### src/rtl/seq_addsub.sv
// seq_addsub: chunked LSB-first multi-cycle add/subtract with button-loaded operands
module seq_addsub #(
  parameter int WIDTH = 8,
  parameter int CHUNK = 2
) (
  input  logic             clk,
  input  logic             rst_n,
  input  logic [WIDTH-1:0] sw,
  input  logic [1:0]       btn,
  input  logic             start,
  input  logic             mode,
  output logic             busy,
  output logic             done,
  output logic [WIDTH-1:0] sum,
  output logic             carry,
  output logic             ovf
);
  localparam int N  = WIDTH / CHUNK;
  localparam int CW = N > 1 ? $clog2(N) : 1;
  localparam logic [1:0] IDLE = 2'd0, RUN = 2'd1, DONE = 2'd2;
  logic [1:0]       state;
  logic [WIDTH-1:0] a, b, wa, wb, res, nres;
  logic [CHUNK:0]   part;
  logic [CW-1:0]    cnt;
  logic             c, sa, sb, last;
  assign busy = state == RUN;
  assign done = state == DONE;
  // chunk adder and the result register as it will look after this chunk is shifted in at the top
  always_comb begin
    part = {1'b0, wa[CHUNK-1:0]} + {1'b0, wb[CHUNK-1:0]} + (CHUNK+1)'(c);
    nres = (res >> CHUNK) | (WIDTH'(part[CHUNK-1:0]) << (WIDTH - CHUNK));
    last = cnt == CW'(N - 1);
  end
  // operand registers load from the switch bus whenever their button is held
  always_ff @(posedge clk or negedge rst_n) begin
    if (!rst_n) begin
      a <= '0;
      b <= '0;
    end else begin
      if (btn[0]) a <= sw;
      if (btn[1]) b <= sw;
    end
  end
  // sequencer: snapshot operands on start, add one chunk per RUN cycle, publish results on entry to DONE
  always_ff @(posedge clk or negedge rst_n) begin
    if (!rst_n) begin
      state <= IDLE;
      wa    <= '0;
      wb    <= '0;
      res   <= '0;
      cnt   <= '0;
      c     <= 1'b0;
      sa    <= 1'b0;
      sb    <= 1'b0;
      sum   <= '0;
      carry <= 1'b0;
      ovf   <= 1'b0;
    end else if (state != RUN && start) begin
      wa    <= a;
      wb    <= mode ? ~b : b;
      c     <= mode;
      cnt   <= '0;
      sa    <= a[WIDTH-1];
      sb    <= mode ? ~b[WIDTH-1] : b[WIDTH-1];
      state <= RUN;
    end else if (state == RUN) begin
      res <= nres;
      c   <= part[CHUNK];
      wa  <= wa >> CHUNK;
      wb  <= wb >> CHUNK;
      cnt <= cnt + CW'(1);
      if (last) begin
        state <= DONE;
        sum   <= nres;
        carry <= part[CHUNK];
        ovf   <= (sa == sb) && (nres[WIDTH-1] != sa);
      end
    end else begin
      state <= IDLE;
    end
  end
endmodule

### config.mk
export PLATFORM = sky130hd
export DESIGN_NAME = seq_addsub
export DESIGN_NICKNAME = d
export VERILOG_FILES = /design/src/rtl/seq_addsub.sv
export SDC_FILE = /design/constraint.sdc
export NUM_CORES = 1
export LEC_CHECK = 0
export CAP_MARGIN = 20
export CORE_MARGIN = 2
export CORE_UTILIZATION = 35
export CTS_BUF_LIST = sky130_fd_sc_hd__clkbuf_8
export DETAILED_ROUTE_END_ITERATION = 8
export PLACE_DENSITY_LB_ADDON = 0.15
export REMOVE_ABC_BUFFERS = 1
export SETUP_SLACK_MARGIN = 0.5
export SYNTH_ARGS = -nofsm -noshare
export SYNTH_HDL_FRONTEND = slang
export SYNTH_SLANG_ARGS = --single-unit
### constraint.sdc
create_clock -name clk -period 3.6 [get_ports clk]
set_input_delay 0.54 -clock clk [delete_from_list [all_inputs] [get_ports clk]]
set_output_delay 0.54 -clock clk [all_outputs]
set_load 0.1 [all_outputs]
# Word level (Yosys, flattened, before mapping)
# Cells that the tools add are included.
dict set report word_totals {
  in_bits 14
  regBits 57
  out_inout_bits 12
}
dict set report op_classes {
  n_eq_ne 7
  addsub 3
  mux 13
  bitwise 4
  n_reduce_logical 5
}
# operator n
set op_table {}
lappend op_table {{$mux 8} 5}
lappend op_table {{$mux 2} 5}
lappend op_table {{$not 8->8} 1}
lappend op_table {{$or 6x8->8} 1}
lappend op_table {{$eq 2x2->1 const B} 2}
lappend op_table {{$add 2x2->3} 1}
lappend op_table {{$add 3x1->3} 1}
lappend op_table {{$mux 1} 3}
lappend op_table {{$ne 3x1->1 const B} 1}
lappend op_table {{$reduce_and 3->1} 1}
lappend op_table {{$add 2x1->2 const B} 1}
lappend op_table {{$eq 2x1->1 const B} 1}
lappend op_table {{$logic_and 1x1->1} 2}
lappend op_table {{$ne 2x1->1 const B} 1}
lappend op_table {{$not 1->1} 2}
lappend op_table {{$reduce_and 2->1} 1}
lappend op_table {{$reduce_bool 2->1} 1}
lappend op_table {{$eq 1x1->1} 1}
lappend op_table {{$ne 1x1->1} 1}

# Depth between registers and ports, before layout
dict set report depth {
  ltp_word 5
  mapped_depth 6
}

# Worst setup path after synthesis
# Ideal clock, no wire load.
dict set report synth_timing {
  path_kind {register to register}
  from {register c}
  to {register ovf}
  path_slack_ns 1.751
  arrival_ns 1.766
  path_stages_with_launch 6
  t_required_ns 3.517
  setup_time_ns 0.083
  cell_sequence {dfrtp_1 > inv_1 > fa_1 > fa_1 > or3_1 > a31oi_1}
}
dict set report synth_via {
  elab_chain_cells 4
}
# element line_no
set synth_rtl {}
lappend synth_rtl {{start, declared} 25} ;# logic c, sa, sb, last;
lappend synth_rtl {{start signal, assigned} 61} ;# c <= mode;
lappend synth_rtl {{start signal, assigned} 68} ;# c <= part[CHUNK];
lappend synth_rtl {{$add 3x1->3} 30} ;# part = {1'b0, wa[CHUNK-1:0]} + {1'b0, wb[CHUNK-1:0]} + (CHUNK+1)'(c);
lappend synth_rtl {{$or 6x8->8} 31} ;# nres = (res >> CHUNK) | (WIDTH'(part[CHUNK-1:0]) << (WIDTH - CHUNK));
lappend synth_rtl {{$ne 1x1->1} 76} ;# ovf <= (sa == sb) && (nres[WIDTH-1] != sa);
lappend synth_rtl {{$logic_and 1x1->1} 76}
lappend synth_rtl {{end signal, assigned} 76}
lappend synth_rtl {{end, declared} 16} ;# output logic ovf
# Every way passes these cells.
# A chain may end at the register's enable or synchronous reset.

# Final worst setup path
dict set report layout_timing {
  from {register state[0]}
  to {output done}
}
dict set report layout_via {
  elab_chain_cells 1
}
# element line_no
set layout_rtl {}
lappend layout_rtl {{start, declared} 21} ;# logic [1:0] state;
lappend layout_rtl {{start signal, assigned} 47} ;# state <= IDLE;
lappend layout_rtl {{start signal, assigned} 65} ;# state <= RUN;
lappend layout_rtl {{start signal, assigned} 73} ;# state <= DONE;
lappend layout_rtl {{$eq 2x2->1} 27} ;# assign done = state == DONE;
lappend layout_rtl {{end, declared} 13} ;# output logic done,
# Every way passes these cells.

==> impl_metrics.py <==
metrics = {
    "run_status": {
        "status": "complete, no violations",
    },
    "timing": {
        "finalHoldViolCount": 0,
        "min_period_over_period_pct": 72.5,
        "period_needed_ps": 2610,
        "relSlewSlack_pct": 35.6,
        "clock.fmax_ghz": 0.383,
        "setup_ws_ps": 989,
        "rsz0062_at_grt": "false",
        "slew_viol_final": 0,
        "worst_pin_slew_ps": 963,
        "finalClockSkew_ps": 7.16,
        "tns_ps": 0,
        "setup_viol": 0,
    },
    "logic_synthesis": {
        "synth_top_area_share_pct": 57.8,
        "synth_area_um2": 2380,
        "ys_seq_area_share_pct": 57.8,
        "synth_area_leaders": "dfrtp_1, mux2_2, mux2i_1, nand2_1, xor2_1",
        "ys_types": 28,
        "ys_ff_latch": 55,
        "synthCells": 193,
        "synth_warnings": 0,
        "syn_avg_cell_area_um2": 12.3,
        "synth_area_leader_cell": "dfrtp_1",
    },
    "die": {
        "fp-row-count": 30,
        "start_util_pct": 35.6,
        "die-width_um": 86.5,
        "core_region_area_um2": 6680,
        "io_pins": 26,
        "die_y_um": 86.5,
        "dieArea_um2": 7480,
    },
    "clocking": {
        "numClockSinks": 55,
        "cts_setup_buffers": 0,
        "cts_resized": 0,
        "cts_max_path_buffers": 2,
        "cts_root_buffer": "clkbuf_8",
        "cts_tree": "yes",
        "cts_htree_levels": 2,
        "clk_pin_slew_worst_paths_ps": 90,
        "numCtsBuffers": 5,
        "worstSkewPairLatency_ps": 310,
        "cts_hold_buf": 0,
    },
    "layout": {
        "multi_input_area_um2": 891,
        "final_nets": 233,
        "area_growth_syn_to_layout_pct": 16.6,
        "drive_gt1_share_pct": 19.8,
        "postLayoutCoreUtil_pct": 41.6,
        "final_common_cell": "dfrtp_1",
        "regArea_um2": 1380,
        "diodes": 0,
        "fillCellCount": 684,
        "mostFrequentLayoutCells": "dfrtp_1, nand2_1, clkdlybuf4s50_1",
    },
    "grt": {
        "grt_max_degree": 38,
        "grt_pass1_vias": 1411,
        "grt-ovfl-total": 0,
        "grt_use_total_pct": 12.1,
        "grt_first_pass_wirelength_um": 6910,
        "antenna_found_initial": 0,
    },
    "route": {
        "wl_per_cell_um": 13.6,
        "final_antenna_net_count": 0,
        "routed_wl_um": 4030,
        "via_count": 1406,
        "drtIter0Drc": 41,
        "route.detailed.drc": 0,
        "drt_first_pass_iters": 4,
        "viasPerCell": 4.73,
    },
    "placed_design": {
        "io_buffers": 25,
        "place_ws_ps": 1310,
        "dp_hpwl_um": 2670,
        "gp_congestion": 0.707,
    },
    "critical_path": {
        "startpoint_type": "register",
        "cp-end-kind": "primary output",
        "path_max_fanout": 3,
        "worst-endpoint-required_ps": 3060,
        "critical_path_arrival_ps": 2070,
        "path_class": "register to primary output",
    },
    "flow_run": {
        "cap_violations": 0,
    },
    "power_and_ir_drop": {
        "powerDensity_nw_per_um2": 898,
        "p_leak_uw": 0.00127,
        "ir_worst_vdd_mv": 0.598,
    },
    "worst_hold_path": {
        "hold_class": "primary input to asynchronous set/reset pin",
    },
}
==> path summary, 6_finish.rpt <==
path | startpoint | endpoint | slack (ps) | cells past startpoint
min in group clk | res[3]$_DFFE_PN0P_ | res[3]$_DFFE_PN0P_ | 480 | 2
hold / removal | rst_n | b[7]$_DFFE_PN0P_ | 290 | 1
setup reg to reg | c$_DFFE_PN0P_ | ovf$_DFFE_PN0P_ | 1640 | 5
setup / recovery | state[0]$_DFFE_PN0P_ | done | 990 | 2
hold reg to reg | res[3]$_DFFE_PN0P_ | res[3]$_DFFE_PN0P_ | 480 | 2
max in group asynchronous | rst_n | res[5]$_DFFE_PN0P_ | 2520 | 2
==> power by group <==
| part | leakage, uW | switching [uW] | internal [uW] |
|---|---|---|---|
| sequential | 0.000680 | 114 | 829 |
| clock | 0.0000612 | 197 | 225 |
| combinational | 0.000527 | 773 | 354 |
| total | 0.00127 | 1080 | 1410 |
==> through the flow <==
| step | hold slack (ps) | power, uW | instance area (um2) | std cells |
|---|---|---|---|---|
| 2_1_floorplan | 244 | 1810 | 2290 | 181 |
| 3_3_place_gp | 458 | 2100 | 2660 | 289 |
| 3_5_place_dp | 468 | 2110 | 2660 | 289 |
| 4_1_cts | 314 | 2540 | 2780 | 297 |
| 5_1_grt | 343 | 2670 | 2780 | 297 |
| 6_report | 293 | 2490 | 2780 | 297 |
==> routing by layer <==
metal | track usage (%) | wire, um | up-vias
li1 | - | - | 691
met1 | 16.3 | 2010 | 685
met2 | 19.0 | 1820 | 23
met3 | 2.86 | 128 | 7
met4 | 4.69 | 65 | 0
met5 | 0 | 0 | -
==> cells by family after synthesis <==
kind of cell | share of synthesized area, %
mux | 17.7
buf+inv | 4.78
xor+xnor | 2.94
simple gates | 8.36
flops | 57.8
fa+ha+maj | 2.21
compound gates | 6.20
==> worst max-delay path: stages (launching register included) <==
cell	delay [ps]
dfrtp_1	430
and2b_2	220
clkdlybuf4s50_1	1120
==> synthesized netlist by cell type <==
cell,number
a211oi_2,2
a21oi_1,3
a31oi_1,2
and2b_2,1
buf_2,4
buf_4,4
buf_6,3
clkbuf_1,1
dfrtp_1,55
fa_1,2
ha_1,1
inv_1,6
inv_2,1
mux2_2,21
mux2_4,3
mux2i_1,14
nand2_1,33
nand2b_4,1
nand3_1,1
nand3b_1,1
nand3b_2,1
nor2_1,6
o211a_1,1
o21ai_0,8
o21ai_1,9
or3_1,1
xnor2_1,2
xor2_1,6
==> sequential cells by signal, indices dropped and copies added, names as in the netlist <==
register  flops
wa            8
wb            8
b             8
cnt           2
a             8
carry         1
c             1
ovf           1
sb            1
res           6
sa            1
state         2
sum           8
==> layout make-up <==
type / count / area share [%]
Timing Repair Buffer: 28 / 9.55
Clock buffer: 6 / 2.97
Multi-Input combinational cell: 119 / 32.1
Clock inverter: 2 / 1.26
Sequential cell: 55 / 49.6
Inverter: 7 / 0.946
Tap cell: 80 / 3.61
Power figures use the tool's default switching activity.
